**config.mk**
```make
export PLATFORM = sky130hd
export DESIGN_NAME = hub75_rx
export DESIGN_NICKNAME = d
export VERILOG_FILES = /design/src/rtl/hub75_rx.sv
export SDC_FILE = /design/constraint.sdc
export NUM_CORES = 1
export LEC_CHECK = 0
export ABC_AREA = 1
export CAP_MARGIN = 20
export CORE_UTILIZATION = 30
export DETAILED_ROUTE_END_ITERATION = 8
export PLACE_DENSITY = 0.58
export SETUP_SLACK_MARGIN = 0.5
export SLEW_MARGIN = 30
export SYNTH_ARGS = -nofsm -noshare
export SYNTH_HDL_FRONTEND = slang
export SYNTH_SLANG_ARGS = --single-unit
```
**constraint.sdc**
```tcl
create_clock -name clk -period 1.7 [get_ports clk]
set_input_delay 0.255 -clock clk [delete_from_list [all_inputs] [get_ports clk]]
set_output_delay 0.255 -clock clk [all_outputs]
set_load 0.1 [all_outputs]
```
**src/rtl/hub75_rx.sv**
```systemverilog
// HUB75 panel receiver: rebuilds the top/bottom pixel rows that a HUB75 driver
// shifts out serially and presents each row on its latch strobe.

// One colour half of the panel: a COLS-deep, 3-bit-wide shift chain plus
// the row register it is copied into on a latch.
module hub75_rx_lane #(
  parameter int COLS = 32
) (
  input  logic                clk,
  input  logic                reset,
  input  logic                shift_en,
  input  logic                latch_en,
  input  logic [2:0]          din,
  output logic [3*COLS-1:0]   row
);
  logic [3*COLS-1:0] sh_q;
  logic [3*COLS-1:0] sh_d;

  // Column 0 takes the new pixel; every other column takes its lower neighbour.
  always_comb begin
    sh_d = sh_q;
    if (shift_en) sh_d = {sh_q[3*COLS-4:0], din};
  end

  // The row register copies the post-shift value, so a coincident shift is included.
  // The chain itself is never cleared by a latch.
  always_ff @(posedge clk) begin
    if (reset) begin
      sh_q <= '0;
      row  <= '0;
    end else begin
      sh_q <= sh_d;
      if (latch_en) row <= sh_d;
    end
  end
endmodule

module hub75_rx #(
  parameter int COLS = 32,
  parameter int ROWS = 8
) (
  input  logic                      clk,
  input  logic                      reset,
  input  logic                      sclk,
  input  logic                      blank,
  input  logic                      latch,
  input  logic [2:0]                rgb_top,
  input  logic [2:0]                rgb_bot,
  input  logic [$clog2(ROWS)-1:0]   addr,
  output logic [3*COLS-1:0]         row_top,
  output logic [3*COLS-1:0]         row_bot,
  output logic [$clog2(ROWS)-1:0]   row_addr,
  output logic                      display_on,
  output logic                      row_valid,
  output logic                      frame_done,
  output logic [$clog2(COLS)+1:0]   shift_cnt,
  output logic                      err_count,
  output logic                      err_unblank
);
  localparam int AW        = $clog2(ROWS);
  localparam int CW        = $clog2(COLS) + 2;
  localparam int NUM_LANES = 2;

  typedef enum logic [1:0] {IDLE, SHIFT, LATCHED} state_t;

  state_t state_q, state_d;

  logic sclk_q, latch_q;
  logic sclk_rise, latch_rise;
  logic [CW-1:0] cnt_pre;

  logic [NUM_LANES-1:0][2:0]        lane_din;
  logic [NUM_LANES-1:0][3*COLS-1:0] lane_row;

  assign sclk_rise  = sclk & ~sclk_q;
  assign latch_rise = latch & ~latch_q;

  assign lane_din = {rgb_bot, rgb_top};
  assign row_top  = lane_row[0];
  assign row_bot  = lane_row[1];

  genvar gi;
  generate
    for (gi = 0; gi < NUM_LANES; gi++) begin : g_lane
      hub75_rx_lane #(.COLS(COLS)) u_lane (
        .clk      (clk),
        .reset    (reset),
        .shift_en (sclk_rise),
        .latch_en (latch_rise),
        .din      (lane_din[gi]),
        .row      (lane_row[gi])
      );
    end
  endgenerate

  // Count including this cycle's shift; this is what the latch error check sees.
  always_comb begin
    cnt_pre = shift_cnt;
    if (sclk_rise && shift_cnt != {CW{1'b1}}) cnt_pre = shift_cnt + 1'b1;
  end

  // Edge detectors, shift counter, latched address, pulses and sticky errors.
  always_ff @(posedge clk) begin
    if (reset) begin
      sclk_q      <= 1'b0;
      latch_q     <= 1'b0;
      shift_cnt   <= '0;
      row_addr    <= '0;
      row_valid   <= 1'b0;
      frame_done  <= 1'b0;
      err_count   <= 1'b0;
      err_unblank <= 1'b0;
      display_on  <= 1'b0;
    end else begin
      sclk_q     <= sclk;
      latch_q    <= latch;
      display_on <= ~blank;
      row_valid  <= latch_rise;
      frame_done <= latch_rise && (addr == AW'(ROWS - 1));
      if (latch_rise) begin
        shift_cnt <= '0;
        row_addr  <= addr;
        if (cnt_pre != CW'(COLS)) err_count   <= 1'b1;
        if (!blank)               err_unblank <= 1'b1;
      end else begin
        shift_cnt <= cnt_pre;
      end
    end
  end

  // Protocol state register.
  always_ff @(posedge clk) begin
    if (reset) state_q <= IDLE;
    else       state_q <= state_d;
  end

  // Protocol tracking: a held latch level parks in LATCHED without re-latching.
  always_comb begin
    state_d = state_q;
    case (state_q)
      IDLE: begin
        if (latch_rise)     state_d = LATCHED;
        else if (sclk_rise) state_d = SHIFT;
      end
      SHIFT: begin
        if (latch_rise) state_d = LATCHED;
      end
      LATCHED: begin
        if (!latch) state_d = sclk_rise ? SHIFT : IDLE;
      end
      default: state_d = IDLE;
    endcase
  end
endmodule

```
==> results.cfg <==
[critical_path]
critPathKind = flip-flop to flip-flop
required_ns = 2.15
worst_setup_path_start_kind = flip-flop
rr_worst_depth = 12
path_max_fanout = 6
crit_arrival_ns = 1.93
reg2reg_to = shift_cnt[4]$_SDFF_PP0_
worstReg2RegStart = shift_cnt[1]$_SDFF_PP0_
cp_slowest_stage_delay_ns = 0.38
worst_setup_path_end_kind = flip-flop
rrSetupSlack_ns = 0.22
slowest_stage = dfxtp_4
path_cells = ha_4, inv_4, nor2_4, nand2_4, buf_6, nand2_2, nand2_2, nand2_2, buf_4, buf_6, buf_6, nor2_2

[synthesis]
ys_seq_area_share_pct = 51.7
yosys.area_share.simple_pct = 20.8
ys_types = 29
synth_compound_area_share_pct = 13.6
yosysWarnings = 0
syn-mean-instance-area_um2 = 7.29
synth_top_family_by_area = simple AND/OR/NAND/NOR gates
syn-num-nets = 2145
synthAdderAreaFrac_pct = 0.0806
synth-seq-cells = 401
synthXorXnorAreaFrac_pct = 0.0564
synth.mux.area_fraction_pct = 0
synthesis.area_um2 = 15500
postSynthCellCount = 2130

[placed_design]
placed_area_um2 = 21200
dpl.cell_count = 2989
dpl.hpwl_mm = 26.5
gp_congestion = 0.802
dp_slack_ns = -0.208
portBuffers = 220

[min_path]
min_to = frame_done$_SDFF_PP0_
hold_path.class = input pin to flip-flop
hold_path.startpoint = addr[2]
hold_path_depth = 3

[drt]
ant_nets = 0
drtIter0Drc = 506
via_per_inst = 4.44
firstDrtPassIters = 4
wl_mm = 47.7
vias = 14271
routedWlPerCell_um = 14.8
drc = 0

[cells_and_area]
diodes = 0
post-route-util_pct = 54.7
nets = 2512
drive_gt1_share_pct = 49.6
final_cell_mix = nand2_1 (365), inv_1 (351), buf_12 (252)
finalNonFillerCells = 3211
fillers = 4307
areaGrowthSynthToFinish_pct = 80.6
final_area_um2 = 28000
final_common_cell = nand2_1

[timing]
setup_ws_ns = 0.218
period_needed_ns = 1.48
finalSetupViolCount = 0
fin_setup_tns_ns = 0
fin_skew_ns = 0.0139
tightest_slew_ns = 0.480
slew_headroom_pct = 67.9
finalHoldViolCount = 0
post-route-period-util_pct = 87.2
timing.fmax_mhz = 675
drv_slew = 0
rsz0062_at_grt = true

[floorplan]
core-area_um2 = 51200
die_area_um2 = 52700
pin_count = 221
fp-row-count = 83
die_w_um = 229
die_h_um = 229
initial_core_util_pct = 30.3

[clock_network]
cts.path.max_buffers = 3
insertion_delay_ns = 0.57
cts-root-buf = clkbuf_16
cts_buffers = 44
cts_tree = done
cts.sinks = 401
cts.clk_slew.worst_paths_ns = 0.06
htreeDepth = 2

[global_routing]
grt_pass1_wl_mm = 68.3
grt_pass1_vias = 13385
grt_use_total_pct = 15.9
grt_max_degree = 77
grt_overflow_total = 0
antenna_found_initial = 0

[power]
combinationalPowerShare_pct = 12.9
power_density_nw_per_um2 = 783
power_leakage_nw = 10.7
clkPwrFrac_pct = 43.6
switchingPower_mw = 5.66
vdd_ir_drop_max_mv = 0.724
pwr-share-seq_pct = 43.5
intPower_mw = 16.3
switching_share_pct = 25.8

[flow_run]
max_cap_viol_count = 0

[status]
status = finished, final reports clean
==> worst max-delay path: cells and delay by family, from the launching register on <==
kind / cells / cell delay, ns
DFF: 1 / 0.38
and+or+nand+nor: 6 / 0.39
adders and majority gates: 1 / 0.15
buffers and inverters: 5 / 0.46
==> repair_timing <==
item	in CTS	in global routing
gates cloned	18	27
gates resized for setup	297	606
setup endpoints to repair	603	601
hold buffers	1	0
buffers inserted	62	34
hold endpoints to repair	3	0
pin swaps	30	156
==> how the worst max path moves through the flow <==
stage	from	end	slack, ns	depth (start not counted)
after CTS	shift_cnt[0]$_SDFF_PP0_	err_count$_SDFFE_PP0P_	0.25	13
final	shift_cnt[1]$_SDFF_PP0_	shift_cnt[4]$_SDFF_PP0_	0.22	12
after floorplan	shift_cnt[0]$_SDFF_PP0_	err_count$_SDFFE_PP0P_	0.18	12
after detailed placement	latch	row_addr[2]$_SDFFE_PP0P_	-0.21	8
after global routing	shift_cnt[1]$_SDFF_PP0_	err_count$_SDFFE_PP0P_	0.14	13
after global placement	latch	shift_cnt[6]$_SDFF_PP0_	-0.20	7
==> cells in the mapped netlist (all sizes together) <==
library cell  count  area, um2
a21oi           192        961
buf              58        447
clkbuf           69        259
dfxtp           401       8030
ha                1       12.5
inv             381       1430
nand2           583       2200
nand3            11       55.1
nand3b            1       7.51
nand4             1       6.26
nor2            211        813
nor4              1       6.26
o21a             23        173
o21ai           174        980
or2              22        138
xnor2             1       8.76
==> cells by family (layout without fill, tap and decap cells) <==
logic type,after synthesis,in the layout
AND/OR/NAND/NOR,830,831
AO/OA/AOI/OAI,389,389
adder cells (fa/ha/maj),1,1
buffers and inverters,508,908
flip-flops,401,401
XOR/XNOR,1,1
==> sequential cells by signal, summed over array words and instances, names as in the netlist <==
name,flops
latch_q,1
err_unblank,1
row_valid,1
err_count,1
frame_done,1
g_lane.u_lane.row,192
display_on,1
sclk_q,1
row_addr,3
g_lane.u_lane.sh_q,192
shift_cnt,7
==> cell type report <==
cell class | count | area (um2) | share of cell area (%)
sequential | 401 | 8420 | 30.0
multi-input combinational | 1222 | 8240 | 29.4
timing repair buffer | 446 | 7600 | 27.1
inverter | 381 | 1460 | 5.21
clock buffer | 67 | 1310 | 4.67
tap | 680 | 851 | 3.04
clock inverter | 13 | 134 | 0.478
timing repair inverter | 1 | 8.76 | 0.0312
==> power groups by stage <==
stage	Sequential, mW	Combinational [mW]	Clock (mW)
finish	9.55	2.83	9.56
global placement	9.81	1.78	0
CTS	9.56	2.29	9.83
detailed placement	9.81	1.79	0
global route	9.55	2.97	10.2
floorplan	10.2	0.770	0
==> through the flow <==
step | hold WS (ns) | total power [mW]
after detailed placement | 0.475 | 11.6
after global routing | 0.236 | 22.7
final | 0.256 | 21.9
after CTS | 0.199 | 21.7
after floorplan | 0.327 | 10.9
after global placement | 0.472 | 11.6
==> layer usage <==
metal	GRT usage, %	wire length [um]	up-vias
met5	0	0	-
met3	3.65	2190	97
met1	19.0	19700	6770
li1	-	-	7149
met2	27.4	24100	255
met4	5.96	1680	0
No activity file was read; power rests on OpenSTA's default activity.
